===== config.mk =====
export PLATFORM = sky130hd
export DESIGN_NAME = map_scroll_controller_flat
export DESIGN_NICKNAME = d
export VERILOG_FILES = /design/src/rtl/map_scroll_controller_if.sv /design/src/rtl/map_scroll_controller.sv /design/src/flat_wrapper.sv
export SDC_FILE = /design/constraint.sdc
export NUM_CORES = 1
export LEC_CHECK = 0
export ABC_AREA = 1
export ABC_CLOCK_PERIOD_IN_PS = 8400
export BUFFER_PORTS_ARGS = -buffer_cell sky130_fd_sc_hd__buf_2
export CAP_MARGIN = 40
export CELL_PAD_IN_SITES_DETAIL_PLACEMENT = 1
export CELL_PAD_IN_SITES_GLOBAL_PLACEMENT = 1
export CORE_MARGIN = 2
export CORE_UTILIZATION = 46
export DETAILED_ROUTE_END_ITERATION = 12
export GPL_ROUTABILITY_DRIVEN = 0
export PLACE_DENSITY_LB_ADDON = 0.1
export SLEW_MARGIN = 30
export SYNTH_ARGS = -nofsm -noshare
export SYNTH_HDL_FRONTEND = slang
export SYNTH_SLANG_ARGS = --single-unit

===== constraint.sdc =====
create_clock -name frame_clk -period 8.4 [get_ports frame_clk]
set_clock_uncertainty 0.2 [all_clocks]
set_input_delay 2.1 -clock frame_clk [delete_from_list [all_inputs] [get_ports frame_clk]]
set_output_delay 2.1 -clock frame_clk [all_outputs]
set_load 0.01 [all_outputs]

===== src/rtl/map_scroll_controller_if.sv =====
// Camera bus between the keyboard/camera logic and its consumers.
//   keycode    : two USB HID keycodes, [7:0] primary, [15:8] secondary
//   ScreenX/Y  : window origin in map pixels
//   facing     : 00 down, 01 up, 10 left, 11 right
//   walking    : a step is in progress (including its completion frame)
//   anim_frame : walk animation phase
//   step_done  : one-frame pulse when a step completes
// master drives keycode; slave (the controller) drives the rest.
interface map_scroll_controller_if;
  logic [15:0] keycode;
  logic [9:0]  ScreenX;
  logic [9:0]  ScreenY;
  logic [1:0]  facing;
  logic        walking;
  logic [1:0]  anim_frame;
  logic        step_done;

  modport master (
    output keycode,
    input  ScreenX, ScreenY, facing, walking, anim_frame, step_done
  );

  modport slave (
    input  keycode,
    output ScreenX, ScreenY, facing, walking, anim_frame, step_done
  );
endinterface


===== src/rtl/map_scroll_controller.sv =====
// Frame-rate camera controller: decodes WASD keycodes into tile-locked steps
// and animates each step STEP_PX pixels per frame.
// Ports:
//   frame_clk : frame-rate clock (vsync), rising-edge updates
//   Reset     : asynchronous, active-high reset
//   bus       : camera bus (slave side), see map_scroll_controller_if
module map_scroll_controller #(
  parameter int unsigned TILE     = 16,
  parameter int unsigned STEP_PX  = 1,
  parameter int unsigned X_MAX    = 240,
  parameter int unsigned Y_MAX    = 160,
  parameter int unsigned ANIM_DIV = 4
) (
  input  logic                   frame_clk,
  input  logic                   Reset,
  map_scroll_controller_if.slave bus
);

  localparam int unsigned POS_W  = 10;
  localparam int unsigned CMP_W  = POS_W + 1;
  localparam int unsigned CNT_W  = $clog2(TILE + 1);
  localparam int unsigned ANIM_W = $clog2(ANIM_DIV + 1);

  typedef enum logic [0:0] {IDLE, WALK} state_t;

  localparam logic [1:0] DIR_DOWN  = 2'b00;
  localparam logic [1:0] DIR_UP    = 2'b01;
  localparam logic [1:0] DIR_LEFT  = 2'b10;
  localparam logic [1:0] DIR_RIGHT = 2'b11;

  state_t             state_q, state_d;
  logic [POS_W-1:0]   screen_x_q, screen_x_d;
  logic [POS_W-1:0]   screen_y_q, screen_y_d;
  logic [1:0]         facing_q, facing_d;
  logic [1:0]         dir_q, dir_d;
  logic [CNT_W-1:0]   px_cnt_q, px_cnt_d;
  logic [ANIM_W-1:0]  anim_cnt_q, anim_cnt_d;
  logic [1:0]         anim_frame_q, anim_frame_d;
  logic               walking_q, walking_d;
  logic               step_done_q, step_done_d;

  logic               req_valid_c;
  logic [1:0]         req_dir_c;
  logic               req_legal_c;
  logic [1:0]         move_dir_c;
  logic [POS_W-1:0]   moved_x_c, moved_y_c;
  logic [CNT_W-1:0]   px_next_c;
  logic [ANIM_W-1:0]  anim_next_c;

  // {valid, dir} for one keycode byte
  function automatic logic [2:0] decode_key(input logic [7:0] k);
    case (k)
      8'h1A:   decode_key = {1'b1, DIR_UP};
      8'h16:   decode_key = {1'b1, DIR_DOWN};
      8'h04:   decode_key = {1'b1, DIR_LEFT};
      8'h07:   decode_key = {1'b1, DIR_RIGHT};
      default: decode_key = 3'b000;
    endcase
  endfunction

  // Request decode: primary byte wins, secondary only if primary is not a direction
  always_comb begin
    logic [2:0] pri_c;
    logic [2:0] sec_c;
    pri_c       = decode_key(bus.keycode[7:0]);
    sec_c       = decode_key(bus.keycode[15:8]);
    req_valid_c = pri_c[2] | sec_c[2];
    req_dir_c   = pri_c[2] ? pri_c[1:0] : sec_c[1:0];
  end

  // Bounds check in one extra bit so X_MAX/Y_MAX near the top never wraps
  always_comb begin
    req_legal_c = 1'b0;
    case (req_dir_c)
      DIR_LEFT:  req_legal_c = CMP_W'(screen_x_q) >= CMP_W'(TILE);
      DIR_RIGHT: req_legal_c = (CMP_W'(screen_x_q) + CMP_W'(TILE)) <= CMP_W'(X_MAX);
      DIR_UP:    req_legal_c = CMP_W'(screen_y_q) >= CMP_W'(TILE);
      default:   req_legal_c = (CMP_W'(screen_y_q) + CMP_W'(TILE)) <= CMP_W'(Y_MAX);
    endcase
  end

  // One-pixel-step position for whichever direction applies this frame
  always_comb begin
    move_dir_c = (state_q == IDLE) ? req_dir_c : dir_q;
    moved_x_c  = screen_x_q;
    moved_y_c  = screen_y_q;
    case (move_dir_c)
      DIR_LEFT:  moved_x_c = screen_x_q - POS_W'(STEP_PX);
      DIR_RIGHT: moved_x_c = screen_x_q + POS_W'(STEP_PX);
      DIR_UP:    moved_y_c = screen_y_q - POS_W'(STEP_PX);
      default:   moved_y_c = screen_y_q + POS_W'(STEP_PX);
    endcase
  end

  assign px_next_c   = px_cnt_q + CNT_W'(STEP_PX);
  assign anim_next_c = anim_cnt_q + ANIM_W'(1);

  // Next-state and registered-output logic
  always_comb begin
    state_d      = state_q;
    screen_x_d   = screen_x_q;
    screen_y_d   = screen_y_q;
    facing_d     = facing_q;
    dir_d        = dir_q;
    px_cnt_d     = px_cnt_q;
    anim_cnt_d   = anim_cnt_q;
    anim_frame_d = anim_frame_q;
    walking_d    = 1'b0;
    step_done_d  = 1'b0;

    case (state_q)
      IDLE: begin
        if (req_valid_c) begin
          facing_d = req_dir_c;
          if (req_legal_c) begin
            dir_d        = req_dir_c;
            screen_x_d   = moved_x_c;
            screen_y_d   = moved_y_c;
            px_cnt_d     = CNT_W'(STEP_PX);
            // counter cleared, and this first walking frame already counts
            anim_cnt_d   = ANIM_W'(1);
            anim_frame_d = 2'd0;
            walking_d    = 1'b1;
            state_d      = WALK;
          end
        end
      end

      WALK: begin
        screen_x_d = moved_x_c;
        screen_y_d = moved_y_c;
        px_cnt_d   = px_next_c;
        // walking also covers the completion frame, alongside step_done
        walking_d  = 1'b1;
        if (anim_next_c == ANIM_W'(ANIM_DIV)) begin
          anim_cnt_d   = '0;
          anim_frame_d = anim_frame_q + 2'd1;
        end else begin
          anim_cnt_d   = anim_next_c;
        end
        if (px_next_c == CNT_W'(TILE)) begin
          step_done_d  = 1'b1;
          anim_frame_d = 2'd0;
          anim_cnt_d   = '0;
          px_cnt_d     = '0;
          state_d      = IDLE;
        end
      end

      default: state_d = IDLE;
    endcase
  end

  // State register
  always_ff @(posedge frame_clk or posedge Reset) begin
    if (Reset) begin
      state_q      <= IDLE;
      screen_x_q   <= '0;
      screen_y_q   <= '0;
      facing_q     <= DIR_DOWN;
      dir_q        <= DIR_DOWN;
      px_cnt_q     <= '0;
      anim_cnt_q   <= '0;
      anim_frame_q <= 2'd0;
      walking_q    <= 1'b0;
      step_done_q  <= 1'b0;
    end else begin
      state_q      <= state_d;
      screen_x_q   <= screen_x_d;
      screen_y_q   <= screen_y_d;
      facing_q     <= facing_d;
      dir_q        <= dir_d;
      px_cnt_q     <= px_cnt_d;
      anim_cnt_q   <= anim_cnt_d;
      anim_frame_q <= anim_frame_d;
      walking_q    <= walking_d;
      step_done_q  <= step_done_d;
    end
  end

  assign bus.ScreenX    = screen_x_q;
  assign bus.ScreenY    = screen_y_q;
  assign bus.facing     = facing_q;
  assign bus.walking    = walking_q;
  assign bus.anim_frame = anim_frame_q;
  assign bus.step_done  = step_done_q;

endmodule


===== src/flat_wrapper.sv =====
// flat-port wrapper written by rule: the top's interface ports become plain ports
module map_scroll_controller_flat 
#(
  parameter int unsigned TILE     = 16,
  parameter int unsigned STEP_PX  = 1,
  parameter int unsigned X_MAX    = 240,
  parameter int unsigned Y_MAX    = 160,
  parameter int unsigned ANIM_DIV = 4
)
  (frame_clk, Reset, bus_keycode, bus_ScreenX, bus_ScreenY, bus_facing, bus_walking, bus_anim_frame, bus_step_done);
  map_scroll_controller_if bus_i ();
  input  logic frame_clk;
  input  logic Reset;
  input wire logic [$bits(bus_i.keycode)-1:0] bus_keycode;
  output wire logic [$bits(bus_i.ScreenX)-1:0] bus_ScreenX;
  output wire logic [$bits(bus_i.ScreenY)-1:0] bus_ScreenY;
  output wire logic [$bits(bus_i.facing)-1:0] bus_facing;
  output wire logic [$bits(bus_i.walking)-1:0] bus_walking;
  output wire logic [$bits(bus_i.anim_frame)-1:0] bus_anim_frame;
  output wire logic [$bits(bus_i.step_done)-1:0] bus_step_done;
  assign bus_i.keycode = bus_keycode;
  assign bus_ScreenX = bus_i.ScreenX;
  assign bus_ScreenY = bus_i.ScreenY;
  assign bus_facing = bus_i.facing;
  assign bus_walking = bus_i.walking;
  assign bus_anim_frame = bus_i.anim_frame;
  assign bus_step_done = bus_i.step_done;
  map_scroll_controller #(.TILE(TILE), .STEP_PX(STEP_PX), .X_MAX(X_MAX), .Y_MAX(Y_MAX), .ANIM_DIV(ANIM_DIV)) u_core (.frame_clk(frame_clk), .Reset(Reset), .bus(bus_i));
endmodule

* Word-level counts from Yosys, hierarchy flattened *
Index checks and enable logic that the tools add are counted.

word-level totals
  output and inout bits = 26
  bits in registers = 37
  input port bits = 18
  word-level logic and storage cells = 83

operators by class
  add/subtract/negate cells = 9
  multiplexer cells = 34
  bitwise gates (word level) = 2
  $lt $le $gt $ge = 4
  reduce and logical (&&, ||, !) cells = 5
  equality and inequality tests = 19

operator list
  operator               count
  $pmux 10 s2            4
  $mux 10                4
  $eq 8x3->1 const B     4
  $eq 8x5->1 const B     4
  $pmux 3 s4             2
  $add 10x5->11 const B  2
  $le 11x8->1 const B    2
  $add 10x1->10 const B  2
  $ge 10x5->1 const B    2
  $sub 10x1->10 const B  2
  $mux 5                 3
  $mux 2                 6
  $mux 3                 4
  $pmux 5 s2             1
  $eq 2x2->1 const B     4
  $pmux 3 s2             1
  $reduce_and 3->1       2
  $add 5x1->5 const B    1
  $eq 5x5->1 const B     1
  $mux 1                 5
  $eq 2x1->1 const B     2
  $ne 2x1->1 const B     2
  $pmux 1 s2             2
  $pmux 2 s2             1
  9 further kinds        10

* Depth between registers and ports, before layout *
  depth in word-level cells = 10
  gate-level depth with buffers = 22
  gate-level depth less buffers = 22

* Least setup slack after synthesis *
OpenSTA, ideal clock, no wires.

  path type = input to register
  start = in bus_keycode[11]
  end = reg u_core.screen_x_q[6], in the netlist u_core.bus.ScreenX[6]
  buffers on the path = 0
  arrival = 4236 ps
  slack = 3843 ps
  stages on the path = 18
  required time = 8079 ps
  path through = inv_1 > nand2_1 > nor2_1 > nand2_1 > nor2_2 > nand2_2 > nand2_4 > nand2_2 > nand2_2 > nand2_1 > ha_1 > a21oi_1 > o21ai_0 > a21oi_1 > nor2_1 > nor2_1 > xor2_1 > o21ai_2

between the ends
  longest elaborated chain between the ends = 9
  elaborated cells on any way between the ends = 21
  classes of those cells = eq/ne: 11; mux: 8; bitwise: 1; reduce/logical: 1

ends and longest elaborated chain
  item                                             RTL line                      source
  start, declared                                  flat_wrapper.sv:14            input wire logic [$bits(bus_i.keycode)-1:0] bus_keycode;
  $eq 8x3->1 / $eq 8x5->1 (equally long branches)  map_scroll_controller.sv:52   case (k)
  $pmux 3 s4 *                                     map_scroll_controller.sv:52
  $mux 2                                           map_scroll_controller.sv:68   req_dir_c = pri_c[2] ? pri_c[1:0] : sec_c[1:0];
  $mux 2                                           map_scroll_controller.sv:84   move_dir_c = (state_q == IDLE) ? req_dir_c : dir_q;
  $eq 2x2->1                                       map_scroll_controller.sv:87   case (move_dir_c)
  $pmux 10 s2                                      map_scroll_controller.sv:87
  $mux 10                                          map_scroll_controller.sv:115  if (req_legal_c) begin
  $mux 10                                          map_scroll_controller.sv:113  if (req_valid_c) begin
  $pmux 10 s2                                      map_scroll_controller.sv:111  case (state_q)
  end signal, assigned                             map_scroll_controller.sv:169  screen_x_q <= screen_x_d;
  end, declared                                    map_scroll_controller.sv:32   logic [POS_W-1:0] screen_x_q, screen_x_d;

Every way passes the cells marked *; elsewhere a longest branch is shown, timed or not. The select of a mux whose other input is x is not followed.
A chain may end at the register's enable or synchronous reset.

* Final worst setup path *
  start = in bus_keycode[13]
  end = reg u_core.screen_x_q[9], in the netlist u_core.bus.ScreenX[9]

Same word-level chain as after synthesis.

==> results.md <==
- First-pass GRT wire length: 13.0 mm
- Crit path capture type: flip-flop
- Peak VDD IR: 0.206 mV
- CTS tree: yes
- Yosys cell types: 29
- Status: completed
- Yosys top cell by area: dfrtp_1
- Met2 routed WL: 3.82 mm
- Post-CTS Resized: 0
- Initial DRC count: 66
- Area Growth Syn to Fin: 12.6%
- Port Buffer Count: 43
- Via count: 2759
- Final worst path period share: 59.1%
- Clock-pin slew on the worst setup and hold paths: 0.08 ns
- Share of cells above drive strength 1: 20.7%
- Detailed-router iteration count before antenna repair: 4
- Ant. Diodes: 0
- FF+latch count, synth: 37
- End-of-flow core utilization: 53.8%
- Final WL: 7.43 mm
- ANT nets after route: 0
- Syn_area_per_cell: 7.50 um2
- Critical Path Most Common Cell: nand2_1
- Pleak: 1.88 nW
- Residual DRC count: 0
- Fin Hold WS: 0.298 ns
- Worst flop-to-flop path endpoint: u_core.bus.ScreenX[9]
- Max Fclk: 0.202 GHz
- Critical path fanouts, max: 10
- FF-to-FF Start: u_core.state_q
- Arr. time, crit path: 4.96 ns
- Met3 WL: 171 um
- Ports: 44
- Placed Cells: 524
- # clock sinks: 37
- PD cells: 340 nW/um2
- WL per Instance: 14.0 um
- Gr usage total: 22.3%
- Worst path max stage delay: 0.45 ns
- CTS H-tree depth: 2
- Max Cap Violations: 0
- Slew Viols, Final: 0
- Worst-Margin Slew: 0.498 ns
- Initial core utilization: 47.8%
- # Post-CTS Setup Buffers: 0
- Seq/Total Area, Yosys: 30.3%
- CTS max path bufs: 2
- Post-DP HPWL: 5.77 mm
- Core area: 6390 um2
- Largest net degree at the start of global routing: 38
- Unrepaired setup endpoints after global routing: false
- Layout Cells excl Fill: 532
- Final nets: 501
- Critical path required time: 8.40 ns
- Setup CP Type: in2reg
- Top area cells in the synthesized netlist: dfrtp_1 (30%), nand2_1 (14%), ha_1 (11%), inv_1 (5.8%), nor2_1 (4.5%)
- Fill cells: 845
- Cells after Synth: 407
- Cells along the critical path: buf_2, nor3_1, nand2_1, nor2_2, nand2_2, nand2_4, nand2_2, nand2_2, nand2_1, ha_1, a21oi_1, nand2_1, nand4_1, nand3_1, a31oi_1, inv_1, nand2_1, nand2_1, nand2_1, nand2_1
- Tmin final: 4.96 ns
- Fin. Hold Viols: 0
- Top Metal Used: met4
- Setup TNS: 0 ns
- Vias per cell: 5.19
- Clock Latency Late Sink: 0.30 ns
- CP max stage cell: ha_1
- Share of the synthesized area in the top cell type: 30.3%
- Die area: 7310 um2
- Relative slew slack: 66.8%
- Min-delay worst type: reg2reg
- Die Y: 85.5 um
- Chip Width: 85.5 um
- Num rows: 29
- Power, Total: 1.17 mW
- Gr ovfl total: 0
- Number of CTS-inserted buffers: 5
- Hold Path Depth: 2
- Hold Path End: u_core.px_cnt_q[4]
- CTS root buf: clkbuf_8
- Initial antenna violation count: 0
- Post-Syn Nets: 454
- Cells on worst reg2reg path: 15
- Hold Buf Count CTS: 0
- Syn. warnings: 0
- Hold path start: u_core.px_cnt_q[4]
- Worst R2R Setup Slack: 4.95 ns
- Startpoint Class: input pin
- Final setup fails: 0
- Vias in the first global route: 2878
- Synth Cell Area: 3050 um2
- DRT met1 WL: 3.32 mm
[flip-flops by register name, summed over array words and instances, names as in the netlist]
name                   cells
u_core.bus.ScreenX        10
u_core.bus.walking         1
u_core.px_cnt_q            5
u_core.state_q             1
u_core.dir_q               2
u_core.bus.ScreenY        10
u_core.bus.facing          2
u_core.bus.anim_frame      2
u_core.bus.step_done       1
u_core.anim_cnt_q          3
[Yosys cell counts]
cell type,number
fa_1,2
inv_2,2
nor2_4,2
nor3b_1,1
buf_12,2
nand2_8,3
buf_4,1
nand2_2,12
o21ai_1,2
xor2_1,11
dfrtp_1,37
nand2_4,3
nor2_1,37
clkbuf_1,1
inv_1,47
nand4_1,7
nor3_1,6
a41oi_1,1
o21ai_0,14
a21o_1,3
o21ai_2,15
nand3_1,23
ha_1,27
a31oi_1,3
nand3_2,1
a21oi_1,18
xnor2_1,9
nand2_1,112
nor2_2,5
[power by group]
| part | switching, mW | internal (mW) | leakage, nW |
|---|---|---|---|
| Combinational | 0.407 | 0.256 | 1.35 |
| Sequential | 0.0923 | 0.249 | 0.475 |
| Clock | 0.0700 | 0.0969 | 0.0585 |
[kinds of logic (layout without fill, tap and decap cells)]
logic type,Yosys count,count (layout),synth area share (%)
fa+ha+maj,29,29,12.4
compound gates,56,56,11.5
flops,37,37,30.3
simple gates,212,212,32.4
xor+xnor,20,20,5.74
buf+inv,53,101,7.70
[cells in the final DEF (no fill, tap or decap), types with 7 or more instances in the layout]
cell / Yosys / final
buf_2: 0 / 43
nand2_1: 112 / 112
dfrtp_1: 37 / 37
o21ai_2: 15 / 15
a21oi_1: 18 / 18
nand3_1: 23 / 23
xor2_1: 11 / 11
nor2_1: 37 / 37
xnor2_1: 9 / 9
nand2_2: 12 / 12
o21ai_0: 14 / 14
inv_1: 47 / 47
nand4_1: 7 / 7
ha_1: 27 / 27
[cell type report]
type	instances	area [um2]	share of cell area [%]
well taps	77	96.3	2.80
clock inverters	1	30.0	0.873
repair buffers	44	223	6.48
flip-flops and latches	37	926	26.9
inverters	49	184	5.35
clock buffers	7	86.3	2.51
multi-input cells	317	1890	55.1
[layer usage]
layer	track usage, %	up-vias
met5	0	-
met4	8.80	0
met3	3.21	9
met2	39.8	31
met1	26.9	1323
li1	-	1396
[stage by stage]
step | setup slack (ns) | instance area, um2
after floorplan | 3.84 | 3050
after detailed placement | 3.15 | 3320
final | 3.44 | 3440
after CTS | 3.44 | 3440
after global routing | 3.18 | 3440
after global placement | 3.22 | 3320
[how the worst max path moves through the flow]
stage | startpoint | end | slack (ns) | cells past startpoint
global placement | bus_keycode[13] | u_core.bus.ScreenX[6] | 3.22 | 17
detailed placement | bus_keycode[13] | u_core.bus.ScreenX[9] | 3.15 | 20
floorplan | bus_keycode[11] | u_core.bus.ScreenX[6] | 3.84 | 18
finish | bus_keycode[13] | u_core.bus.ScreenX[9] | 3.44 | 20
CTS | bus_keycode[13] | u_core.bus.ScreenX[9] | 3.44 | 20
global route | bus_keycode[11] | u_core.bus.ScreenX[9] | 3.18 | 22
[critical path: cells and delay by family]
family	cells	cell delay, ns
and+or+nand+nor	15	1.74
AOI/OAI and AO/OA	2	0.46
adders and majority gates	1	0.45
buffers and inverters	2	0.20
(Power assumes the default switching activity.)
